## src/rtl/spi_pkg.sv

```systemverilog
// Shared state encoding, word width and default timing for the SPI word master.
package spi_pkg;

  localparam int WORD_W          = 16;
  localparam int DEF_HALF_PERIOD = 2;
  localparam int DEF_CS_SETUP    = 2;
  localparam int DEF_CS_IDLE     = 4;

  typedef enum logic [2:0] {
    IDLE  = 3'd0,
    SETUP = 3'd1,
    LOW   = 3'd2,
    HIGH  = 3'd3,
    STALL = 3'd4,
    TRAIL = 3'd5,
    GAP   = 3'd6
  } spi_state_t;

  // One divider serves every timed phase, so it must hold the longest count.
  function automatic int div_width(input int hp, input int setup, input int idle);
    int m;
    m = hp;
    m = (setup > m) ? setup : m;
    m = (idle > m) ? idle : m;
    return $clog2(m + 1);
  endfunction

endpackage

```

## src/rtl/spi_clk_div.sv

```systemverilog
// Loadable down-counter; phase_done marks the last cycle of an N-cycle phase.
module spi_clk_div #(
  parameter int CW = 3
) (
  input  logic          clk,
  input  logic          rst_n,
  input  logic          load,
  input  logic [CW-1:0] load_val,
  output logic          phase_done
);

  logic [CW-1:0] cnt_r;

  // Reload on every phase entry, then count down to zero and park there.
  always_ff @(posedge clk or negedge rst_n) begin
    if (!rst_n) begin
      cnt_r <= {CW{1'b0}};
    end else if (load) begin
      cnt_r <= load_val;
    end else if (cnt_r != {CW{1'b0}}) begin
      cnt_r <= cnt_r - CW'(1);
    end
  end

  assign phase_done = (cnt_r == CW'(1));

endmodule

```

## src/rtl/spi_word_master.sv

```systemverilog
// Mode-0, MSB-first SPI initiator streaming framed 16-bit words to the u4k loader.
// Define SPI_MISO_EN to capture MISO into rx_data/rx_valid; otherwise MISO is ignored.
module spi_word_master
  import spi_pkg::*;
#(
  parameter int WIDTH       = WORD_W,
  parameter int HALF_PERIOD = DEF_HALF_PERIOD,
  parameter int CS_SETUP    = DEF_CS_SETUP,
  parameter int CS_IDLE     = DEF_CS_IDLE
) (
  input  logic             clk,
  input  logic             rst_n,
  input  logic [WIDTH-1:0] in_data,
  input  logic             in_last,
  input  logic             in_valid,
  output logic             in_ready,
  output logic             busy,
  output logic             nCS,
  output logic             SCK,
  output logic             MOSI,
  input  logic             MISO,
  output logic [WIDTH-1:0] rx_data,
  output logic             rx_valid
);

  localparam int BIT_W = $clog2(WIDTH);
  localparam int DIV_W = div_width(HALF_PERIOD, CS_SETUP, CS_IDLE);
  localparam logic [BIT_W-1:0] LAST_BIT = BIT_W'(WIDTH - 1);
  localparam logic [DIV_W-1:0] HP_V     = DIV_W'(HALF_PERIOD);
  localparam logic [DIV_W-1:0] SETUP_V  = DIV_W'(CS_SETUP);
  localparam logic [DIV_W-1:0] IDLE_V   = DIV_W'(CS_IDLE);

  spi_state_t       state_r;
  spi_state_t       state_nxt_s;

  logic             hold_full_r;
  logic [WIDTH-1:0] hold_data_r;
  logic             hold_last_r;
  logic             in_ready_r;

  logic [WIDTH-1:0] sh_r;
  logic             word_last_r;
  logic [BIT_W-1:0] bit_cnt_r;
  logic             last_bit_s;

  logic             ncs_r;
  logic             sck_r;
  logic             busy_r;
  logic             ncs_nxt_s;
  logic             sck_nxt_s;
  logic             busy_nxt_s;

  logic             ld_word_s;
  logic             shift_s;
  logic             word_end_s;
  logic             div_load_s;
  logic [DIV_W-1:0] div_val_s;
  logic             phase_done_s;

  assign last_bit_s = (bit_cnt_r == LAST_BIT);

  spi_clk_div #(
    .CW(DIV_W)
  ) u_div (
    .clk       (clk),
    .rst_n     (rst_n),
    .load      (div_load_s),
    .load_val  (div_val_s),
    .phase_done(phase_done_s)
  );

  // State register.
  always_ff @(posedge clk or negedge rst_n) begin
    if (!rst_n) begin
      state_r <= IDLE;
    end else begin
      state_r <= state_nxt_s;
    end
  end

  // Next-state decode.
  always_comb begin
    state_nxt_s = state_r;
    case (state_r)
      IDLE: begin
        if (hold_full_r) state_nxt_s = SETUP;
        else             state_nxt_s = IDLE;
      end
      SETUP: begin
        if (phase_done_s) state_nxt_s = HIGH;
        else              state_nxt_s = SETUP;
      end
      HIGH: begin
        if (!phase_done_s)    state_nxt_s = HIGH;
        else if (!last_bit_s) state_nxt_s = LOW;
        else if (word_last_r) state_nxt_s = TRAIL;
        else if (hold_full_r) state_nxt_s = LOW;
        else                  state_nxt_s = STALL;
      end
      LOW: begin
        if (phase_done_s) state_nxt_s = HIGH;
        else              state_nxt_s = LOW;
      end
      STALL: begin
        if (hold_full_r) state_nxt_s = LOW;
        else             state_nxt_s = STALL;
      end
      TRAIL: begin
        if (phase_done_s) state_nxt_s = GAP;
        else              state_nxt_s = TRAIL;
      end
      GAP: begin
        // A waiting word opens the next frame directly, so nCS stays high exactly CS_IDLE cycles.
        if (!phase_done_s)    state_nxt_s = GAP;
        else if (hold_full_r) state_nxt_s = SETUP;
        else                  state_nxt_s = IDLE;
      end
      default: state_nxt_s = IDLE;
    endcase
  end

  // Datapath strobes, divider reload and next values of the registered pins.
  always_comb begin
    ld_word_s  = 1'b0;
    shift_s    = 1'b0;
    word_end_s = 1'b0;
    case (state_r)
      IDLE:  ld_word_s = hold_full_r;
      HIGH: begin
        shift_s    = phase_done_s && !last_bit_s;
        word_end_s = phase_done_s && last_bit_s;
        ld_word_s  = word_end_s && !word_last_r && hold_full_r;
      end
      STALL: ld_word_s = hold_full_r;
      GAP:   ld_word_s = phase_done_s && hold_full_r;
      default: begin
        ld_word_s  = 1'b0;
        shift_s    = 1'b0;
        word_end_s = 1'b0;
      end
    endcase

    div_load_s = (state_nxt_s != state_r);
    case (state_nxt_s)
      SETUP:           div_val_s = SETUP_V;
      LOW, HIGH, TRAIL: div_val_s = HP_V;
      GAP:             div_val_s = IDLE_V;
      default:         div_val_s = {DIV_W{1'b0}};
    endcase

    ncs_nxt_s  = (state_nxt_s == IDLE) || (state_nxt_s == GAP);
    sck_nxt_s  = (state_nxt_s == HIGH);
    busy_nxt_s = (state_nxt_s != IDLE);
  end

  // Pin registers follow the next state so they line up with state_r.
  always_ff @(posedge clk or negedge rst_n) begin
    if (!rst_n) begin
      ncs_r  <= 1'b1;
      sck_r  <= 1'b0;
      busy_r <= 1'b0;
    end else begin
      ncs_r  <= ncs_nxt_s;
      sck_r  <= sck_nxt_s;
      busy_r <= busy_nxt_s;
    end
  end

  // Single-entry holding register; in_ready is low whenever it is full, so no bypass.
  always_ff @(posedge clk or negedge rst_n) begin
    if (!rst_n) begin
      hold_full_r <= 1'b0;
      hold_data_r <= {WIDTH{1'b0}};
      hold_last_r <= 1'b0;
      in_ready_r  <= 1'b1;
    end else if (ld_word_s) begin
      hold_full_r <= 1'b0;
      in_ready_r  <= 1'b1;
    end else if (in_valid && in_ready_r) begin
      hold_full_r <= 1'b1;
      hold_data_r <= in_data;
      hold_last_r <= in_last;
      in_ready_r  <= 1'b0;
    end
  end

  // Output shifter; its MSB is MOSI, so MOSI only moves on load or at a falling edge.
  always_ff @(posedge clk or negedge rst_n) begin
    if (!rst_n) begin
      sh_r        <= {WIDTH{1'b0}};
      word_last_r <= 1'b0;
      bit_cnt_r   <= {BIT_W{1'b0}};
    end else if (ld_word_s) begin
      sh_r        <= hold_data_r;
      word_last_r <= hold_last_r;
      bit_cnt_r   <= {BIT_W{1'b0}};
    end else if (shift_s) begin
      sh_r      <= {sh_r[WIDTH-2:0], 1'b0};
      bit_cnt_r <= bit_cnt_r + BIT_W'(1);
    end
  end

  assign in_ready = in_ready_r;
  assign busy     = busy_r;
  assign nCS      = ncs_r;
  assign SCK      = sck_r;
  assign MOSI     = sh_r[WIDTH-1];

`ifdef SPI_MISO_EN
  logic [WIDTH-1:0] rx_sh_r;
  logic [WIDTH-1:0] rx_data_r;
  logic             rx_valid_r;
  logic             sck_rise_s;

  assign sck_rise_s = (state_nxt_s == HIGH) && (state_r != HIGH);

  // Sample MISO at each rising SCK edge; publish the word as its last high phase ends.
  always_ff @(posedge clk or negedge rst_n) begin
    if (!rst_n) begin
      rx_sh_r    <= {WIDTH{1'b0}};
      rx_data_r  <= {WIDTH{1'b0}};
      rx_valid_r <= 1'b0;
    end else begin
      rx_valid_r <= word_end_s;
      if (sck_rise_s) rx_sh_r <= {rx_sh_r[WIDTH-2:0], MISO};
      if (word_end_s) rx_data_r <= rx_sh_r;
    end
  end

  assign rx_data  = rx_data_r;
  assign rx_valid = rx_valid_r;
`else
  logic miso_unused_s;

  assign miso_unused_s = MISO;
  assign rx_data       = {WIDTH{1'b0}};
  assign rx_valid      = 1'b0;
`endif

endmodule

```

## config.mk

```make
export PLATFORM = sky130hd
export DESIGN_NAME = spi_word_master
export DESIGN_NICKNAME = d
export VERILOG_FILES = /design/src/rtl/spi_pkg.sv /design/src/rtl/spi_clk_div.sv /design/src/rtl/spi_word_master.sv
export SDC_FILE = /design/constraint.sdc
export NUM_CORES = 1
export LEC_CHECK = 0
export ABC_AREA = 1
export CAP_MARGIN = 20
export CORE_MARGIN = 4
export CORE_UTILIZATION = 55
export CTS_BUF_LIST = sky130_fd_sc_hd__clkbuf_8
export CTS_CLUSTER_DIAMETER = 100
export DETAILED_ROUTE_END_ITERATION = 7
export HOLD_SLACK_MARGIN = 0.02
export PLACE_DENSITY = 0.8
export SETUP_SLACK_MARGIN = 0.05
export SLEW_MARGIN = 5
export SYNTH_ARGS = -nofsm -noshare
export SYNTH_HDL_FRONTEND = slang
export SYNTH_HIERARCHICAL = 1
export SYNTH_SLANG_ARGS = --single-unit
```

## constraint.sdc

```tcl
create_clock -name clk -period 2.4 [get_ports clk]
set_input_delay 0.48 -clock clk [delete_from_list [all_inputs] [get_ports clk]]
set_output_delay 0.48 -clock clk [all_outputs]
set_load 0.01 [all_outputs]
```

==> qor.yml <==
core-area_um2: 4440
diodes: 0
wl_per_cell_um: 12.0
num-nets-final: 368
layout-drive-gt1-share_pct: 10.2
critPathLaunchType: "register"
clockPowerShare_pct: 16.8
cts.path.max_buffers: 2
cp-end-kind: "register"
vias: 2011
mostFrequentLayoutCell: "nand2_1"
grt_pass1_vias: 1954
critPathMaxFanout: 9
post-route-period-util_pct: 88.0
track_usage_pct: 16.8
firstDrtPassIters: 4
dp_slack_ns: 0.172
grt_first_pass_wirelength_um: 8150
pwr-share-seq_pct: 40.9
start_util_pct: 58.0
die_w_um: 76.5
grt_overflow: 0
cts_tree: "built"
outcome: "complete, no violations"
p_comb_share_pct: 42.3
power_density_nw_per_um2: 1210
fillers: 389
final_hold_viol_count: 0
power_mw: 3.50
synthDistinctLibCells: 28
synth_seq_area_share_pct: 47.7
io_pins: 43
ant_nets: 0
clock_sink_count: 49
fmax_ghz: 0.474
leakage_nw: 1.49
clockRootBuffer: "clkbuf_8"
mappedNetlistArea_um2: 2580
postLayoutCoreUtil_pct: 65.0
grt_max_degree: 32
cts.clk_slew.worst_paths_ns: 0.09
holdBufCountCts: 0
die_h_um: 76.5
fin_ws_ns: 0.288
first_iter_violations: 71
clock_latency_ns: 0.31
fin_crit_ns: 2.11
dp_hpwl_um: 3300
arrival_ns: 2.31
tightest_slew_ns: 0.608
layout_common_cells: "nand2_1, nand3_1, dfrtp_1"
die_area_um2: 5850
crit_required_ns: 2.60
port_buffers: 24
synth-seq-cells: 49
synth_cells: 320
rsz0062_at_grt: "false"
cap_viol_max_count: 0
slew_violations: 0
yosysWarnings: 6
cts_max_level: 2
hp-class: "in2async"
drc_errors: 0
setup-violations-final: 0
irDropWorstVdd_mv: 0.526
place_congestion: 0.876
netSwitchingFraction_pct: 40.5
crit_type: "reg2reg"
skew_ns: 0.0111
p_int_mw: 2.08
via_per_inst: 5.08
synthToLayoutAreaGrowth_pct: 12.1
p_switching_mw: 1.42
routed_wl_um: 4740
relSlewSlack_pct: 59.4
numCtsBuffers: 5
antenna_found_initial: 0
syn_area_per_cell_um2: 8.05
fin_tns_setup_ns: 0
rows: 24
## worst paths after layout
path	startpoint	to	slack, ns	cells past startpoint
min reg2reg	hold_data_r[5]	hold_data_r[5]	0.48	2
min in group clk	hold_data_r[5]	hold_data_r[5]	0.48	2
max in group asynchronous	rst_n	in_ready	1.68	2
min	rst_n	state_r[0]	0.08	1
max reg2reg	u_div/cnt_r[1]	u_div/cnt_r[0]	0.29	17
max	u_div/cnt_r[1]	u_div/cnt_r[0]	0.29	17
## metal layers
metal	GRT usage (%)	up-vias	share of wire, %
met5	0	-	0
met4	6.70	0	1.1
met3	3.78	7	4.4
met2	29.1	46	49
met1	20.2	938	46
li1	-	1020	-
## area by class of cell
| cell class | count | area [µm²] | share of cell area [%] |
|---|---|---|---|
| Timing Repair Buffer | 31 | 304 | 10.5 |
| Clock buffer | 5 | 68.8 | 2.38 |
| Inverter | 21 | 81.3 | 2.82 |
| Multi-Input combinational cell | 235 | 1100 | 38.0 |
| Sequential cell | 49 | 1230 | 42.5 |
| Tap cell | 52 | 65.1 | 2.25 |
| Clock inverter | 3 | 42.5 | 1.47 |
## worst max-delay path: stages, from the launching register on
cell and delay [ns]:
dfrtp_1 0.39, inv_1 0.11, ha_1 0.15, inv_1 0.04, nor2_1 0.11, buf_6 0.15, nand2_1 0.05, nand3_1 0.07
nand2_1 0.05, nor2_1 0.14, nand2_2 0.10, nand2_1 0.07, nand2_1 0.04, inv_1 0.08, nand3_4 0.11, nand3b_1 0.20
nand2_1 0.09, nand2_1 0.05
## synthesized netlist by cell type, drive strengths merged
master / count / area [µm²]
a21oi: 3 / 15.0
a31oi: 1 / 6.26
buf: 31 / 244
clkbuf: 1 / 3.75
clkinv: 1 / 3.75
conb: 1 / 3.75
dfrtp: 47 / 1180
dfstp: 2 / 52.6
ha: 4 / 50.1
inv: 20 / 77.6
nand2: 115 / 475
nand3: 61 / 315
nand3b: 1 / 7.51
nor2: 19 / 71.3
nor3: 2 / 10.0
o21ai: 8 / 40.0
o21bai: 1 / 7.51
xnor2: 1 / 8.76
xor2: 1 / 8.76
## power groups by stage
stage               Clock (mW)  Combinational [mW]  Sequential [mW]
finish                   0.589                1.48             1.43
detailed placement           0                1.41             1.44
global placement             0                1.36             1.43
floorplan                    0                1.17             1.37
CTS                      0.597                1.42             1.43
global route             0.629                1.70             1.48
## kinds of logic (layout without fill, tap and decap cells)
logic type	after synthesis	in the layout	share of synthesized area, %
DFF	49	49	47.7
AOI/OAI and AO/OA	13	13	2.67
xor gates and xnor gates	2	2	0.680
adders and majority gates	4	4	1.94
other	1	18	0.145
buffers and inverters	53	60	12.8
and+or+nand+nor	198	198	34.1
## repair_timing
item | CTS | global route
setup endpoints to repair | 0 | 3
resized for setup | 0 | 4
buffers inserted | 0 | 2
## flip-flops by register name, summed over array words and instances, names as in the netlist
name	count
hold_data_r	16
sh_r	16
bit_cnt_r	4
state_r	3
u_div/cnt_r	3
SCK	1
busy	1
hold_full_r	1
hold_last_r	1
in_ready	1
nCS	1
word_last_r	1
## stage by stage
| step | hold WS, ns | instance area (µm²) | cells |
|---|---|---|---|
| after floorplan | 0.184 | 2640 | 337 |
| after global placement | 0.412 | 2740 | 386 |
| after detailed placement | 0.414 | 2740 | 386 |
| after CTS | 0.0831 | 2860 | 394 |
| after global routing | 0.0940 | 2890 | 396 |
| final | 0.0788 | 2890 | 396 |
(Power assumes the default switching activity.)
